### src/rtl/register_bank_8x16.sv
// register_bank_8x16
// Eight-entry general-purpose register bank for the single-cycle RISC datapath.
// One synchronous write port with byte-lane enables, two combinational read
// ports (A/B) with optional write-through, and all eight registers exposed in
// parallel for the downstream 8-to-1 operand multiplexers.
module register_bank_8x16 #(
  parameter int unsigned      WIDTH    = 16,
  parameter bit               R0_ZERO  = 1'b1,
  parameter bit               BYPASS   = 1'b0,
  parameter logic [WIDTH-1:0] R7_RESET = '0
) (
  input  logic             CLK,
  input  logic             RST,
  input  logic             WE,
  input  logic [2:0]       WA,
  input  logic [WIDTH-1:0] WD,
  input  logic [1:0]       BE,
  input  logic [2:0]       RA,
  input  logic [2:0]       RB,
  output logic [WIDTH-1:0] QA,
  output logic [WIDTH-1:0] QB,
  output logic [WIDTH-1:0] R0,
  output logic [WIDTH-1:0] R1,
  output logic [WIDTH-1:0] R2,
  output logic [WIDTH-1:0] R3,
  output logic [WIDTH-1:0] R4,
  output logic [WIDTH-1:0] R5,
  output logic [WIDTH-1:0] R6,
  output logic [WIDTH-1:0] R7,
  output logic [7:0]       WR_CNT
);

  localparam int unsigned HALF = WIDTH / 2;

  logic [WIDTH-1:0] regs_q [8];
  logic [WIDTH-1:0] regs_d [8];
  logic [7:0]       wr_cnt_q;
  logic [7:0]       wr_cnt_d;

  logic             commit;
  logic [WIDTH-1:0] lane_mask;
  logic [WIDTH-1:0] merged_wd;

  // Decide whether this cycle's write really lands, and build the lane-merged word.
  always_comb begin
    // NOTE: every signal assigned in always_comb gets a value on every path, otherwise a latch is inferred.
    commit    = WE && (BE != 2'b00) && !(R0_ZERO && (WA == 3'd0));
    lane_mask = {{HALF{BE[1]}}, {HALF{BE[0]}}};
    merged_wd = (WD & lane_mask) | (regs_q[WA] & ~lane_mask);
  end

  // Next-state: only the addressed register changes, and only on a committed write.
  always_comb begin
    for (int i = 0; i < 8; i++) begin
      regs_d[i] = regs_q[i];
    end
    wr_cnt_d = wr_cnt_q;
    if (commit) begin
      regs_d[WA] = merged_wd;
      wr_cnt_d   = wr_cnt_q + 8'd1;
    end
  end

  // State registers; reset is asynchronous and overrides any write in flight.
  always_ff @(posedge CLK or posedge RST) begin
    // NOTE: the register array is reset explicitly because it is built from flops and
    // must come up with known values (R7 is the stack pointer).
    if (RST) begin
      for (int i = 0; i < 7; i++) begin
        regs_q[i] <= '0;
      end
      regs_q[7] <= R7_RESET;
      wr_cnt_q  <= 8'd0;
    end else begin
      // NOTE: sequential state uses non-blocking assignments so all registers update together.
      for (int i = 0; i < 8; i++) begin
        regs_q[i] <= regs_d[i];
      end
      wr_cnt_q <= wr_cnt_d;
    end
  end

  // Read ports: stored value, or the merged write word when write-through is enabled.
  always_comb begin
    QA = regs_q[RA];
    QB = regs_q[RB];
    if (BYPASS && commit) begin
      if (RA == WA) QA = merged_wd;
      if (RB == WA) QB = merged_wd;
    end
  end

  // Parallel register outputs for the operand muxes; never bypassed.
  assign R0     = regs_q[0];
  assign R1     = regs_q[1];
  assign R2     = regs_q[2];
  assign R3     = regs_q[3];
  assign R4     = regs_q[4];
  assign R5     = regs_q[5];
  assign R6     = regs_q[6];
  assign R7     = regs_q[7];
  assign WR_CNT = wr_cnt_q;

endmodule
### config.mk
export PLATFORM = sky130hd
export DESIGN_NAME = register_bank_8x16
export DESIGN_NICKNAME = d
export VERILOG_FILES = /design/src/rtl/register_bank_8x16.sv
export SDC_FILE = /design/constraint.sdc
export NUM_CORES = 1
export LEC_CHECK = 0
export ABC_AREA = 1
export CAP_MARGIN = 25
export CORE_MARGIN = 2
export CORE_UTILIZATION = 35
export DETAILED_ROUTE_END_ITERATION = 12
export DONT_BUFFER_PORTS = 1
export GPL_TIMING_DRIVEN = 0
export SYNTH_ARGS = -nofsm -noshare
export SYNTH_HDL_FRONTEND = slang
export SYNTH_SLANG_ARGS = --single-unit
### constraint.sdc
create_clock -name CLK -period 5.3 [get_ports CLK]
set_input_delay 1.06 -clock CLK [delete_from_list [all_inputs] [get_ports CLK]]
set_output_delay 1.06 -clock CLK [all_outputs]
set_load 0.02 [all_outputs]
==> flow_metrics.tcl <==
set metrics [dict create \
    status "finished, final reports clean" \
    synth.area.top_cells "dfrtp_1 (37%), nand2_1 (16%), nand3_1 (9.7%)" \
    skew_ps 8.55 \
    vias 10000 \
    fin_nets 1456 \
    grt_pass1_vias 9591 \
    path_max_fanout 10 \
    worst-setup-path-type "in -> out" \
    netlist_top_cells_count "nand2_1 (393), nand3_1 (177), o21ai_0 (151)" \
    grt_busiest_layer "met2" \
    first_iter_violations 1113 \
    critical_path.max_stage_delay_ps 440 \
    hold_class "in -> async" \
    detail-route-antenna-nets 0 \
    placed_cells 1741 \
    first_pass_iters 6 \
    p_comb_frac 0.228 \
    r2r_setup_slack_ps 3680 \
    clkSlewWorstSetupHoldPaths_ps 60 \
    timing.rr.end "R2[0]$_DFFE_PP0P_" \
    ys_warn_count 0 \
    slowest_stage "clkbuf_1" \
    swShare 0.430 \
    grt_usage 0.295 \
    holdBufCountCts 0 \
    async_flop_share 1.00 \
    cts_tree "built" \
    vias_per_cell 5.63 \
    cp-end-kind "output port" \
    worstPathArrival_ps 2710 \
    portBuffers 0 \
    regToRegStartpoint "R6[0]$_DFFE_PP0P_" \
    pin_count 198 \
    die_x_um 166 \
    clkLatencyLatePin_ps 430 \
    grt_max_degree 83 \
    seq_area_frac_synth 0.372 \
    met2_usage 0.477 \
    ys_ff_latch 136 \
    layout-drive-gt1-share 0.0869 \
    syn_to_final_growth_pct 12.1 \
    whs_ps 518 \
    dpl.hpwl_um 32200 \
    avgSynthCellArea_um2 6.51 \
    required_ps 4240 \
    synth_cell_types 28 \
    synth_most_common_cell "nand2_1" \
    htree_levels 4 \
    clkPwrFrac 0.320 \
    min_period_ps 3770 \
    rsz0062_at_grt "false" \
    crit_buf_inv 4 \
    cts-root-buf "clkbuf_16" \
    synth_nets 1436 \
    clockBufferDepth 2 \
    std_cell_rows 59 \
    grt_pass1_wl_um 60900 \
    slew_headroom 0.432 \
    slew_violations 0 \
    cts_resized 0 \
    cp_common_cell "buf_2" \
    power_frac_seq 0.452 \
    grt_use_met1 0.360 \
    fmax_ghz 0.266 \
    gp_congestion 1.01 \
    drc_errors 0 \
    numCtsBuffers 17 \
    p_leak_nw 5.06 \
    initial_core_util 0.354 \
    totalPowerFinal_mw 4.15 \
    chipHeight_um 166 \
    crit_family "buffers and inverters" \
    maxCapViolations 0 \
    cts_num_sinks 136 \
    cp-start-kind "input pin" \
    antenna_found_initial 2 \
    fill_cells 2802 \
    hold_viol 0 \
    core-area_um2 25800 \
    synth_edf_count 0 \
    netlist_instances 1405 \
    synth-main-ff-cell "dfrtp_1" \
    synth_top_area_share 0.372 \
    p_sw_mw 1.78 \
    tightest_slew_ps 852 \
    reg2regPathDepth 8 \
    grtUsageMet3 0.0889 \
    wire_per_inst_um 23.1 \
    yosysTopAreaCell "dfrtp_1" \
    worstPathCellList "buf_2 > inv_1 > buf_2 > clkbuf_1 > o21ai_0 > nand3_1 > o21a_1" \
    wl_um 41000 \
    setup_viol 0 \
    powerDensity_nw_per_um2 405 \
    stdcell_count 1776 \
    ir_drop_mv 0.214 \
    p_int_mw 2.37 \
    dieArea_um2 27400 \
    fin_crit_sh 0.711 \
    grt-ovfl-total 0 \
    syn_area_um2 9140 \
    cts_setup_buffers 0 \
]
## metal layers
layer / part of all wire / vias to the layer above / wire (um)
met3: 0.12 / 115 / 4770
li1: - / 4547 / -
met5: 0 / - / 0
met1: 0.38 / 4736 / 15400
met2: 0.46 / 607 / 18900
met4: 0.047 / 0 / 1920
## logic make-up after synthesis
| group | after synthesis | share of synthesized area |
|---|---|---|
| XOR/XNOR | 7 | 0.00671 |
| AO/OA/AOI/OAI | 293 | 0.169 |
| flip-flops | 136 | 0.372 |
| AND/OR/NAND/NOR | 733 | 0.345 |
| buffers and inverters | 235 | 0.105 |
| adder cells (fa/ha/maj) | 1 | 0.00137 |
## area by class of cell
class / count / area, um^2 / area share
Antenna cell: 3 / 7.51 / 0.000733
Buffer: 113 / 505 / 0.0493
Clock buffer: 19 / 453 / 0.0442
Clock inverter: 13 / 193 / 0.0188
Inverter: 122 / 463 / 0.0452
Multi-Input combinational cell: 1034 / 4780 / 0.466
Sequential cell: 136 / 3400 / 0.332
Tap cell: 335 / 419 / 0.0409
Timing Repair Buffer: 1 / 27.5 / 0.00269
## state kept, by name, indices dropped and copies added (netlist names)
register	cells
WR_CNT	8
R5	16
R3	16
R6	16
R0	16
R7	16
R1	16
R4	16
R2	16
## worst max-delay path by stage
stage / startpoint / endpoint / slack (ps) / cells past startpoint
after floorplan: RST / R0[0]$_DFFE_PP0P_ / 600 / 1
final: RB[0] / QB[8] / 1530 / 7
after detailed placement: RB[0] / QB[8] / 1640 / 7
after global routing: RB[0] / QB[15] / 1500 / 7
after global placement: RST / R3[11]$_DFFE_PP0P_ / -1010 / 1
after CTS: RB[0] / QB[8] / 1630 / 7
## per-stage QoR
stage | util | instance area, um^2 | worst slack (ps) | setup TNS, ps
3_5_place_dp | 0.371 | 9600 | 1640 | 0
4_1_cts | 0.396 | 10200 | 1630 | 0
3_3_place_gp | 0.370 | 9560 | -1010 | -135580
5_1_grt | 0.396 | 10200 | 1500 | 0
2_1_floorplan | - | 9140 | 601 | 0
6_report | 0.397 | 10200 | 1530 | 0
## layout by cell type (no fill, tap or decap), types with 16 or more instances in the layout
| master | n |
|---|---|
| clkbuf_16 | 17 |
| nand3_1 | 177 |
| nand2_1 | 393 |
| o21ai_0 | 151 |
| dfrtp_1 | 136 |
| a21oi_1 | 99 |
| inv_2 | 18 |
| inv_1 | 101 |
| o21a_1 | 33 |
| or2_2 | 16 |
| nor2_1 | 110 |
| clkbuf_1 | 73 |
| buf_2 | 23 |
## power by group through the flow
| stage | sequential [mW] | combinational (mW) | clock, mW |
|---|---|---|---|
| after CTS | 1.88 | 0.928 | 1.33 |
| after detailed placement | 1.90 | 0.923 | 0 |
| after floorplan | 1.73 | 0.693 | 0 |
| after global routing | 1.91 | 1.06 | 1.38 |
| final | 1.88 | 0.946 | 1.33 |
| after global placement | 1.90 | 0.901 | 0 |
Power figures use the tool's default switching activity.
